[src/rtl/keypad_pkg.sv]
// Shared types and key-code mapping for the keypad scanner.
package keypad_pkg;

    typedef enum logic [1:0] {SCAN, PRESS_DB, HELD, REL_DB} scan_state_t;

    // Row-major legend of the lab 4x4 pad; entry 0 is row 0 / column 0.
    localparam logic [15:0][3:0] KEYMAP_4X4 = {
        4'hD, 4'hF, 4'h0, 4'hE,
        4'hC, 4'h9, 4'h8, 4'h7,
        4'hB, 4'h6, 4'h5, 4'h4,
        4'hA, 4'h3, 4'h2, 4'h1
    };

    function automatic logic [3:0] key_code(input int r, input int c,
                                            input int nrows, input int ncols);
        int idx;
        idx = r * ncols + c;
        if (nrows == 4 && ncols == 4)
            return KEYMAP_4X4[idx[3:0]];
        return idx[3:0];
    endfunction

endpackage

[src/rtl/sync_2ff.sv]
// Two-flop synchroniser for slow asynchronous levels such as keypad returns.
module sync_2ff #(
    parameter int               WIDTH   = 1,
    parameter logic [WIDTH-1:0] RST_VAL = '0
) (
    input  logic             clk,
    input  logic             reset,
    input  logic [WIDTH-1:0] d_i,
    output logic [WIDTH-1:0] q_o
);

    logic [WIDTH-1:0] meta_q;
    logic [WIDTH-1:0] sync_q;

    always_ff @(posedge clk) begin
        if (reset) begin
            meta_q <= RST_VAL;
            sync_q <= RST_VAL;
        end else begin
            meta_q <= d_i;
            sync_q <= meta_q;
        end
    end

    assign q_o = sync_q;

endmodule

[src/rtl/keypad_scan_buffer.sv]
// Row-strobing keypad scanner with press/release debounce, multi-key
// rejection and a shift-register history of accepted hex codes.
module keypad_scan_buffer
    import keypad_pkg::*;
#(
    parameter int ROWS     = 4,
    parameter int COLS     = 4,
    parameter int DIGITS   = 2,
    parameter int SCAN_DIV = 4,
    parameter int DEBOUNCE = 8
) (
    input  logic                clk,
    input  logic                reset,
    input  logic [COLS-1:0]     cols,
    output logic [ROWS-1:0]     rows,
    output logic [4*DIGITS-1:0] digits,
    output logic                new_key,
    output logic                key_held,
    output logic                multi_err
);

    localparam int RW = $clog2(ROWS);
    localparam int CW = $clog2(COLS);
    localparam int DW = (SCAN_DIV > 1) ? $clog2(SCAN_DIV) : 1;
    localparam int BW = $clog2(DEBOUNCE + 1);

    scan_state_t         state_q;
    logic [RW-1:0]       row_q;
    logic [CW-1:0]       col_q;
    logic [DW-1:0]       div_q;
    logic [BW-1:0]       cnt_q;
    logic [4*DIGITS-1:0] digits_q;
    logic                new_key_q;
    logic                key_held_q;
    logic                multi_err_q;

    logic [COLS-1:0]     sc;
    logic [COLS-1:0]     low;
    logic                any_low;
    logic                one_low;
    logic                hit_ok;
    logic [CW-1:0]       low_idx;
    logic [RW-1:0]       row_next;
    logic [3:0]          code_d;
    logic [4*DIGITS+3:0] hist_ext;
    logic [4*DIGITS-1:0] digits_d;

    sync_2ff #(
        .WIDTH   (COLS),
        .RST_VAL ({COLS{1'b1}})
    ) u_col_sync (
        .clk   (clk),
        .reset (reset),
        .d_i   (cols),
        .q_o   (sc)
    );

    assign low     = ~sc;
    assign any_low = |low;
    assign one_low = any_low && ((low & (low - COLS'(1))) == '0);
    // Exactly the latched column low, every other column released.
    assign hit_ok  = (sc == ~(COLS'(1) << col_q));

    always_comb begin
        low_idx = '0;
        for (int i = 0; i < COLS; i++)
            if (low[i]) low_idx = CW'(i);
    end

    assign row_next = (row_q == RW'(ROWS - 1)) ? '0 : row_q + RW'(1);
    assign code_d   = key_code(int'(row_q), int'(col_q), ROWS, COLS);
    // Shift left by one nibble; the top nibble (oldest) falls off.
    assign hist_ext = {digits_q, code_d};
    assign digits_d = hist_ext[4*DIGITS-1:0];

    always_ff @(posedge clk) begin
        if (reset) begin
            state_q     <= SCAN;
            row_q       <= '0;
            col_q       <= '0;
            div_q       <= '0;
            cnt_q       <= '0;
            digits_q    <= '0;
            new_key_q   <= 1'b0;
            key_held_q  <= 1'b0;
            multi_err_q <= 1'b0;
        end else begin
            new_key_q   <= 1'b0;
            multi_err_q <= 1'b0;
            case (state_q)
                SCAN: begin
                    if (div_q == DW'(SCAN_DIV - 1)) begin
                        div_q <= '0;
                        if (one_low) begin
                            col_q   <= low_idx;
                            cnt_q   <= '0;
                            state_q <= PRESS_DB;
                        end else begin
                            row_q <= row_next;
                            if (any_low) multi_err_q <= 1'b1;
                        end
                    end else begin
                        div_q <= div_q + DW'(1);
                    end
                end
                PRESS_DB: begin
                    if (!hit_ok) begin
                        state_q <= SCAN;
                        row_q   <= row_next;
                        div_q   <= '0;
                    end else if (cnt_q == BW'(DEBOUNCE)) begin
                        state_q    <= HELD;
                        digits_q   <= digits_d;
                        new_key_q  <= 1'b1;
                        key_held_q <= 1'b1;
                    end else begin
                        cnt_q <= cnt_q + BW'(1);
                    end
                end
                HELD: begin
                    // Other columns are deliberately ignored while held.
                    if (sc[col_q]) begin
                        state_q <= REL_DB;
                        cnt_q   <= '0;
                    end
                end
                REL_DB: begin
                    if (!sc[col_q]) begin
                        state_q <= HELD;
                    end else if (cnt_q == BW'(DEBOUNCE)) begin
                        key_held_q <= 1'b0;
                        state_q    <= SCAN;
                        row_q      <= row_next;
                        div_q      <= '0;
                    end else begin
                        cnt_q <= cnt_q + BW'(1);
                    end
                end
                default: state_q <= SCAN;
            endcase
        end
    end

    always_comb begin
        rows        = '1;
        rows[row_q] = 1'b0;
    end

    assign digits    = digits_q;
    assign new_key   = new_key_q;
    assign key_held  = key_held_q;
    assign multi_err = multi_err_q;

endmodule
[config.mk]
export PLATFORM = sky130hd
export DESIGN_NAME = keypad_scan_buffer
export DESIGN_NICKNAME = d
export VERILOG_FILES = /design/src/rtl/keypad_pkg.sv /design/src/rtl/sync_2ff.sv /design/src/rtl/keypad_scan_buffer.sv
export SDC_FILE = /design/constraint.sdc
export NUM_CORES = 1
export LEC_CHECK = 0
export BUFFER_PORTS_ARGS = -buffer_cell sky130_fd_sc_hd__buf_4
export CAP_MARGIN = 20
export CORE_UTILIZATION = 40
export DETAILED_ROUTE_END_ITERATION = 6
export PLACE_DENSITY = 0.62
export RECOVER_POWER = 100
export SLEW_MARGIN = 20
export SYNTH_ARGS = -nofsm -noshare
export SYNTH_HDL_FRONTEND = slang
export SYNTH_SLANG_ARGS = --single-unit
[constraint.sdc]
create_clock -name clk -period 3.2 [get_ports clk]
set_input_delay 0.96 -clock clk [delete_from_list [all_inputs] [get_ports clk]]
set_output_delay 0.96 -clock clk [all_outputs]
set_load 0.05 [all_outputs]
==> results.py, run 1 <==
metrics = {
    "outcome": {
        "status": "completed",
    },
    "clock_network": {
        "clock_latency_ns": 0.29,
        "clock_sinks": 31,
        "cts_inserted_buffers": 5,
        "hold_buffers": 0,
        "clockRootBuffer": "clkbuf_8",
        "cts_resized": 0,
        "clkTransAtPathRegs_ns": 0.05,
        "clockBufferDepth": 2,
        "cts_max_level": 2,
        "post_cts_buffers": 0,
        "cts_tree": "done",
    },
    "sta": {
        "slew_violations": 0,
        "finalClockSkew_ns": 0.00567,
        "fin_crit_ns": 2.65,
        "worst_hold_slack_ns": 0.410,
        "fin_setup_tns_ns": 0,
        "tightest_slew_ns": 1.12,
        "fmaxAchievable_mhz": 378,
        "setup_viol": 0,
        "fin_crit_sh": 0.828,
        "maxSlewHeadroom": 0.251,
        "hold_viol": 0,
        "grt_setup_unrepaired": "no",
    },
    "die": {
        "die_x_um": 64.4,
        "io_pins": 21,
        "core_mm2": 0.00369,
        "die_y_um": 64.4,
        "die_area_mm2": 0.00414,
        "initial_utilization": 0.422,
        "rows": 22,
    },
    "global_route": {
        "grt_max_degree": 29,
        "gr-total-overflow": 0,
        "antenna_found_initial": 0,
        "grt_pass1_vias": 1215,
        "grt_pass1_wl_mm": 5.31,
        "use_met2": 0.288,
        "met3_usage": 0.0500,
        "grtUsageMet1": 0.186,
        "grt_use_total": 0.172,
        "top_usage_layer": "met2",
    },
    "detailed_routing": {
        "vias": 1272,
        "drc": 0,
        "drt-initial-drc-count": 69,
        "drtAntennaViolNets": 0,
        "wire_per_inst_um": 12.9,
        "post_drt_via_cell_ratio": 5.30,
        "drt_pre_antenna_iters": 4,
        "wirelength_mm": 3.09,
    },
    "power_and_ir_drop": {
        "powerDensity_mw_per_mm2": 434,
        "leakagePower_nw": 0.684,
        "irDropWorstVdd_uv": 259,
    },
    "logic_synthesis": {
        "ys.flop_type": "dfxtp_1",
        "ys_seq_area_frac": 0.399,
        "synth_warnings": 0,
        "ys_ff_latch": 31,
        "synth_edf_count": 0,
        "synth_area_mm2": 0.00156,
        "async_reset_ff_frac": 0,
        "postSynthCellCount": 172,
        "syn_area_per_cell_um2": 9.05,
        "synth_fp_nets": 190,
        "ys_types": 38,
    },
    "layout": {
        "n_fill_cell": 386,
        "n_antenna_cell": 0,
        "mostFrequentLayoutCells": "dfxtp_1, nor2_1, clkbuf_1",
        "final_common_cell": "dfxtp_1",
        "drive_above_1_share": 0.104,
        "seq_area_um2": 621,
        "multi_input_area_um2": 840,
        "fin_util": 0.473,
        "syn2layout_area_growth_pct": 12.0,
        "nets": 211,
    },
    "placement": {
        "place_hpwl_mm": 2.25,
        "gp_congestion": 0.789,
        "port_buffers": 20,
    },
    "critical_path": {
        "arrival_ns": 1.69,
        "end_kind": "output port",
        "path_max_fanout": 8,
        "crit_path_start_kind": "flop",
        "worstSetupPathType": "flop to output port",
        "required_ns": 2.24,
    },
    "hold_path": {
        "hold_class": "flop to flop",
    },
    "run": {
        "drv_cap": 0,
    },
}
[cell usage after synthesis, drive strengths merged, types with 2 or more instances]
cell | number | area [um^2]
clkbuf | 3 | 11.3
nor2b | 3 | 18.8
ha | 12 | 150
nand3 | 4 | 20.0
nor3 | 2 | 21.3
buf | 3 | 21.3
nor2 | 19 | 71.3
nand2 | 11 | 41.3
a211oi | 6 | 45.0
nand4 | 2 | 12.5
inv | 16 | 60.1
nor4 | 2 | 12.5
xnor2 | 5 | 43.8
dfxtp | 31 | 621
mux2i | 7 | 70.1
mux4 | 2 | 48.8
or2 | 8 | 50.1
a21oi | 7 | 35.0
o21ai | 11 | 55.1
nand4b | 2 | 17.5
and2 | 2 | 12.5
[power by group]
part | switching [mW] | internal [mW] | total, mW
Combinational | 0.0424 | 0.0303 | 0.0727
Clock | 0.130 | 0.144 | 0.274
Sequential | 0.0117 | 0.397 | 0.409
[worst paths after layout]
| kind | slack, ns | end | cells after the start | startpoint |
|---|---|---|---|---|
| setup / recovery | 0.55 | rows[0] | 4 | row_q[0]$_SDFFE_PP0P_ |
| hold / removal | 0.41 | u_col_sync.q_o[0]$_SDFF_PP1_ | 1 | u_col_sync.meta_q[0]$_SDFF_PP1_ |
| setup reg to reg | 0.74 | digits[4]$_SDFFE_PP0P_ | 7 | col_q[0]$_SDFFE_PP0P_ |
| hold reg to reg | 0.41 | u_col_sync.q_o[0]$_SDFF_PP1_ | 1 | u_col_sync.meta_q[0]$_SDFF_PP1_ |
[worst max-delay path, cell delays in order, from the launching register on]
cell	delay (ns)
dfxtp_1	0.49
inv_1	0.18
ha_1	0.23
inv_1	0.05
clkbuf_1	0.46
[per-layer routing]
metal / wire (um) / up-vias
met5: 0 / -
li1: - / 634
met2: 1490 / 31
met4: 87 / 0
met3: 158 / 8
met1: 1360 / 599
[cell type report]
| class | count | area share |
|---|---|---|
| clock buffers | 6 | 0.0416 |
| inverters | 16 | 0.0345 |
| multi-input cells | 119 | 0.482 |
| flip-flops and latches | 31 | 0.356 |
| well taps | 48 | 0.0345 |
| repair buffers | 20 | 0.0517 |
[cell families (layout without fill, tap and decap cells)]
group / after synthesis / in the layout / share of synthesized area
muxes: 10 / 10 / 0.0836
adders and majority gates: 12 / 12 / 0.0965
xor gates and xnor gates: 5 / 5 / 0.0281
buffers and inverters: 22 / 42 / 0.0595
DFF: 31 / 31 / 0.399
and+or+nand+nor: 60 / 60 / 0.205
AOI/OAI and AO/OA: 32 / 32 / 0.129
[through the flow]
stage | power (mW) | cells | worst slack [ns] | area (um^2)
floorplan | 0.473 | 172 | 1.02 | 1560
global placement | 0.491 | 234 | 0.963 | 1730
detailed placement | 0.494 | 234 | 0.856 | 1730
CTS | 0.771 | 240 | 0.814 | 1810
global route | 0.792 | 240 | 0.416 | 1740
finish | 0.756 | 240 | 0.551 | 1740
[flip-flops by register name, summed over array words and instances, names as in the netlist, 2 cells and up]
signal / count
col_q: 2
u_col_sync.q_o: 4
div_q: 2
state_q: 2
digits: 8
cnt_q: 4
u_col_sync.meta_q: 4
row_q: 2
Power figures use the tool's default switching activity.
==> inputs of run 2 (changes only) <==
==> constraint.sdc (replaced) <==
create_clock -name clk -period 2.5 [get_ports clk]
set_input_delay 0.75 -clock clk [delete_from_list [all_inputs] [get_ports clk]]
set_output_delay 0.75 -clock clk [all_outputs]
set_load 0.05 [all_outputs]
==> run 2 against run 1 <==
Net effect:
- core utilization grew 0.31 points
- largest cell class unchanged
- critical path type is now flop to flop
- non-clock buffer count is the same
- clock skew is essentially flat
- critical path depth grew 3
- sequential power grew 28%
==> results.py, run 2 (synthesis results as in run 1) <==
metrics = {
    "outcome": {
        "status": "completed",
    },
    "die": {
        "die_x_um": 64.4,
        "io_pins": 21,
        "core_mm2": 0.00369,
        "rows": 22,
        "die_area_mm2": 0.00414,
        "initial_utilization": 0.422,
        "die_y_um": 64.4,
    },
    "placement": {
        "gp_congestion": 0.789,
        "pre_cts_ws_ns": 0.156,
        "dp.cells": 234,
        "post_dp_cell_area_mm2": 0.00173,
        "port_buffers": 20,
        "place_hpwl_mm": 2.25,
    },
    "global_route": {
        "antenna_found_initial": 0,
        "grt_pass1_vias": 1215,
        "grt_use_total": 0.172,
        "grt_max_degree": 29,
        "grt_pass1_wl_mm": 5.31,
        "gr-total-overflow": 0,
    },
    "clock_network": {
        "cts_tree": "done",
        "clock_latency_ns": 0.29,
        "clock_sinks": 31,
        "clkTransAtPathRegs_ns": 0.05,
        "clockRootBuffer": "clkbuf_8",
        "cts_inserted_buffers": 5,
        "post_cts_buffers": 0,
        "clockBufferDepth": 2,
        "cts_resized": 0,
        "cts_max_level": 2,
        "hold_buffers": 0,
    },
    "power_and_ir_drop": {
        "irDropWorstVdd_uv": 332,
        "powerDensity_mw_per_mm2": 553,
        "leakagePower_nw": 0.698,
        "finalPower_mw": 0.970,
    },
    "layout": {
        "nets": 211,
        "mostFrequentLayoutCells": "dfxtp_1, nor2_1, inv_1",
        "drive_above_1_share": 0.130,
        "syn2layout_area_growth_pct": 12.7,
        "fin_area_mm2": 0.00175,
        "largest_register_ff_count": 8,
        "instances_no_fill": 240,
        "final_common_cell": "dfxtp_1",
        "n_antenna_cell": 0,
    },
    "sta": {
        "hold_viol": 0,
        "setup_viol": 0,
        "finalClockSkew_ns": 0.00554,
        "setup_ws_ns": 0.157,
        "fin_crit_ns": 2.34,
        "slew_violations": 0,
        "fmaxAchievable_mhz": 427,
        "grt_setup_unrepaired": "no",
        "fin_setup_tns_ns": 0,
        "maxSlewHeadroom": 0.598,
        "tightest_slew_ns": 0.606,
        "fin_crit_sh": 0.937,
    },
    "critical_path": {
        "r2r_slack_ns": 0.16,
        "arrival_ns": 2.51,
        "rr_endpoint": "digits[4]$_SDFFE_PP0P_",
        "required_ns": 2.67,
        "end_kind": "flop",
        "worstSetupPathType": "flop to flop",
        "r2r_cells": 7,
        "path_delay_family": "simple AND/OR/NAND/NOR gates",
        "path_max_fanout": 7,
        "path_cells": "inv_1 -> ha_1 -> xnor2_1 -> or4_4 -> or3_1 -> mux2i_1 -> nor2_1",
        "crit_slowest_cell": "or4_4",
        "r2r_start": "col_q[0]$_SDFFE_PP0P_",
        "path_buf_inv": 1,
        "crit_path_start_kind": "flop",
        "cpPeakStageDelay_ns": 0.56,
    },
    "detailed_routing": {
        "drt_pre_antenna_iters": 4,
        "wire_per_inst_um": 12.9,
        "drc": 0,
        "vias": 1270,
        "wirelength_mm": 3.09,
        "drtAntennaViolNets": 0,
        "post_drt_via_cell_ratio": 5.29,
        "drt-initial-drc-count": 67,
    },
    "run": {
        "drv_cap": 0,
    },
    "hold_path": {
        "hold_class": "flop to flop",
        "min_to": "u_col_sync.q_o[0]$_SDFF_PP1_",
        "hold_depth": 1,
        "worstHoldStart": "u_col_sync.meta_q[0]$_SDFF_PP1_",
    },
}
run 2: per-layer routing:
layer / GRT usage / vias up / routed length, um
li1: - / 634 / -
met1: 0.186 / 597 / 1350
met2: 0.288 / 31 / 1490
met3: 0.0500 / 8 / 157
met4: 0.119 / 0 / 87
met5: 0 / - / 0
run 2: metrics by stage:
step           hold WS (ns)  utilization
4_1_cts               0.411        0.490
6_report              0.410        0.476
3_5_place_dp          0.397        0.470
5_1_grt               0.428        0.476
3_3_place_gp          0.395        0.470
2_1_floorplan         0.389            -
run 2: power breakdown:
group | leakage, nW | internal, mW | switching [mW] | total, mW
Clock | 0.0371 | 0.185 | 0.166 | 0.351
Combinational | 0.408 | 0.0413 | 0.0545 | 0.0958
Sequential | 0.252 | 0.508 | 0.0150 | 0.523
Total | 0.698 | 0.734 | 0.236 | 0.970
run 2: worst max path at each step:
stage,to,cells after the start,from,slack [ns]
6_report,digits[4]$_SDFFE_PP0P_,7,col_q[0]$_SDFFE_PP0P_,0.16
5_1_grt,digits[4]$_SDFFE_PP0P_,7,col_q[0]$_SDFFE_PP0P_,0.04
4_1_cts,digits[4]$_SDFFE_PP0P_,7,col_q[0]$_SDFFE_PP0P_,0.14
3_5_place_dp,digits[7]$_SDFFE_PP0P_,7,col_q[0]$_SDFFE_PP0P_,0.16
3_3_place_gp,digits[5]$_SDFFE_PP0P_,7,col_q[0]$_SDFFE_PP0P_,0.26
2_1_floorplan,digits[4]$_SDFFE_PP0P_,8,col_q[0]$_SDFFE_PP0P_,0.32
run 2: layout make-up:
type	instances	area, um^2
Tap cell	48	60.1
Clock buffer	6	72.6
Multi-Input combinational cell	119	843
Fill cell	383	1930
Timing Repair Buffer	20	97.6
Inverter	16	60.1
Sequential cell	31	621
==> inputs of run 3 (changes only) <==
--- a/config.mk
+++ b/config.mk
@@ -10,7 +10,7 @@
 export CORE_UTILIZATION = 40
 export DETAILED_ROUTE_END_ITERATION = 6
 export PLACE_DENSITY = 0.62
-export RECOVER_POWER = 100
+export RECOVER_POWER = 50
 export SLEW_MARGIN = 20
 export SYNTH_ARGS = -nofsm -noshare
 export SYNTH_HDL_FRONTEND = slang
==> constraint.sdc (replaced) <==
create_clock -name clk -period 2.42 [get_ports clk]
set_input_delay 0.726 -clock clk [delete_from_list [all_inputs] [get_ports clk]]
set_output_delay 0.726 -clock clk [all_outputs]
set_load 0.05 [all_outputs]
==> run 3 against run 2 <==
Net effect:
- register-to-register slack about the same
- flip-flop and latch count unchanged
- worst hold slack about the same
==> results.py, run 3 (synthesis results as in run 1) <==
metrics = {
    "clock_network": {
        "clkTransAtPathRegs_ns": 0.06,
        "clock_sinks": 31,
        "cts_inserted_buffers": 5,
        "cts_max_level": 2,
        "hold_buffers": 0,
        "clockRootBuffer": "clkbuf_8",
        "clock_latency_ns": 0.29,
        "clockBufferDepth": 2,
        "post_cts_buffers": 0,
        "cts_tree": "done",
    },
    "critical_path": {
        "cpPeakStageDelay_ns": 0.57,
        "r2r_cells": 7,
        "path_cells": "inv_1 -> ha_1 -> xnor2_1 -> or4_4 -> or3_4 -> mux2i_1 -> nor2_1",
        "rr_endpoint": "digits[4]$_SDFFE_PP0P_",
        "end_kind": "flop",
        "crit_path_start_kind": "flop",
        "path_buf_inv": 1,
        "r2r_start": "col_q[0]$_SDFFE_PP0P_",
        "worstSetupPathType": "flop to flop",
        "r2r_slack_ns": 0.16,
        "arrival_ns": 2.43,
        "path_delay_family": "simple AND/OR/NAND/NOR gates",
        "required_ns": 2.59,
        "crit_slowest_cell": "or4_4",
        "path_max_fanout": 7,
    },
    "power_and_ir_drop": {
        "powerDensity_mw_per_mm2": 568,
        "irDropWorstVdd_uv": 343,
        "leakagePower_nw": 0.704,
    },
    "hold_path": {
        "worstHoldStart": "u_col_sync.meta_q[0]$_SDFF_PP1_",
        "hold_class": "flop to flop",
        "hold_depth": 1,
        "min_to": "u_col_sync.q_o[0]$_SDFF_PP1_",
    },
    "placement": {
        "port_buffers": 20,
        "place_hpwl_mm": 2.25,
        "gp_congestion": 0.789,
        "pre_cts_ws_ns": 0.0758,
    },
    "sta": {
        "setup_ws_ns": 0.160,
        "grt_setup_unrepaired": "no",
        "fin_crit_ns": 2.26,
        "fin_crit_sh": 0.934,
        "setup_viol": 0,
        "slew_violations": 0,
        "fin_setup_tns_ns": 0,
        "finalClockSkew_ns": 0.00574,
        "hold_viol": 0,
        "tightest_slew_ns": 0.606,
        "maxSlewHeadroom": 0.598,
        "fmaxAchievable_mhz": 443,
    },
    "layout": {
        "syn2layout_area_growth_pct": 13.7,
        "mostFrequentLayoutCells": "dfxtp_1, nor2_1, inv_1",
        "drive_above_1_share": 0.141,
        "final_common_cell": "dfxtp_1",
        "nets": 211,
        "n_antenna_cell": 0,
        "largest_register_ff_count": 8,
    },
    "die": {
        "die_y_um": 64.4,
        "initial_utilization": 0.422,
        "io_pins": 21,
        "die_x_um": 64.4,
        "rows": 22,
        "die_area_mm2": 0.00414,
        "core_mm2": 0.00369,
    },
    "detailed_routing": {
        "drtAntennaViolNets": 0,
        "post_drt_via_cell_ratio": 5.33,
        "drt-initial-drc-count": 62,
        "wirelength_mm": 3.11,
        "wire_per_inst_um": 13.0,
        "drc": 0,
        "drt_pre_antenna_iters": 4,
        "vias": 1280,
    },
    "global_route": {
        "antenna_found_initial": 0,
        "grt_pass1_wl_mm": 5.31,
        "gr-total-overflow": 0,
        "grt_use_total": 0.172,
        "grt_pass1_vias": 1215,
        "grt_max_degree": 29,
    },
    "outcome": {
        "status": "completed",
    },
    "run": {
        "drv_cap": 0,
    },
}
## run 3: cell count changes in the layout (fill, tap and decap cells not counted), sizes merged
cell    delta
buf        +4
clkbuf     -4
## run 3: cell type report
class,instances,area [um^2]
repair buffers,20,109
inverters,16,60.1
flip-flops and latches,31,621
multi-input cells,119,848
fillers,381,1920
well taps,48,60.1
clock buffers,6,72.6
## run 3: metal layers
metal	vias up	global-route usage	routed length, um
li1	633	-	-
met1	607	0.186	1360
met2	32	0.288	1510
met3	8	0.0500	150
met4	0	0.119	87
met5	-	0	0
## run 3: repair_timing
item	4_1_cts	5_1_grt
endpoints found under the hold margin	0	0
resized for setup	0	1
setup endpoints to repair	0	3
## run 3: worst max path at each step
| stage | start | end | depth (start not counted) |
|---|---|---|---|
| floorplan | col_q[0]$_SDFFE_PP0P_ | digits[4]$_SDFFE_PP0P_ | 8 |
| global placement | col_q[0]$_SDFFE_PP0P_ | digits[5]$_SDFFE_PP0P_ | 7 |
| detailed placement | col_q[0]$_SDFFE_PP0P_ | digits[7]$_SDFFE_PP0P_ | 7 |
| CTS | col_q[0]$_SDFFE_PP0P_ | digits[4]$_SDFFE_PP0P_ | 7 |
| global route | col_q[0]$_SDFFE_PP0P_ | digits[0]$_SDFFE_PP0P_ | 7 |
| finish | col_q[0]$_SDFFE_PP0P_ | digits[4]$_SDFFE_PP0P_ | 7 |
## run 3: through the flow
step	power (mW)	util	instance area, um^2	instances	hold WS (ns)
after floorplan	0.626	-	1560	172	0.389
after global placement	0.649	0.470	1730	234	0.395
after detailed placement	0.653	0.470	1730	234	0.397
after CTS	1.02	0.490	1810	240	0.411
after global routing	1.05	0.480	1770	240	0.428
final	1.01	0.480	1770	240	0.410
## run 3: worst reg2reg max path: stages, from the launching register on
cell	delay, ns
dfxtp_1	0.44
inv_1	0.13
ha_1	0.24
xnor2_1	0.15
or4_4	0.57
or3_4	0.39
mux2i_1	0.17
nor2_1	0.05
## run 3: power breakdown
part	leakage [nW]	internal [mW]	switching, mW
clock	0.0371	0.191	0.173
sequential	0.252	0.525	0.0156
combinational	0.415	0.0445	0.0566
total	0.704	0.760	0.245
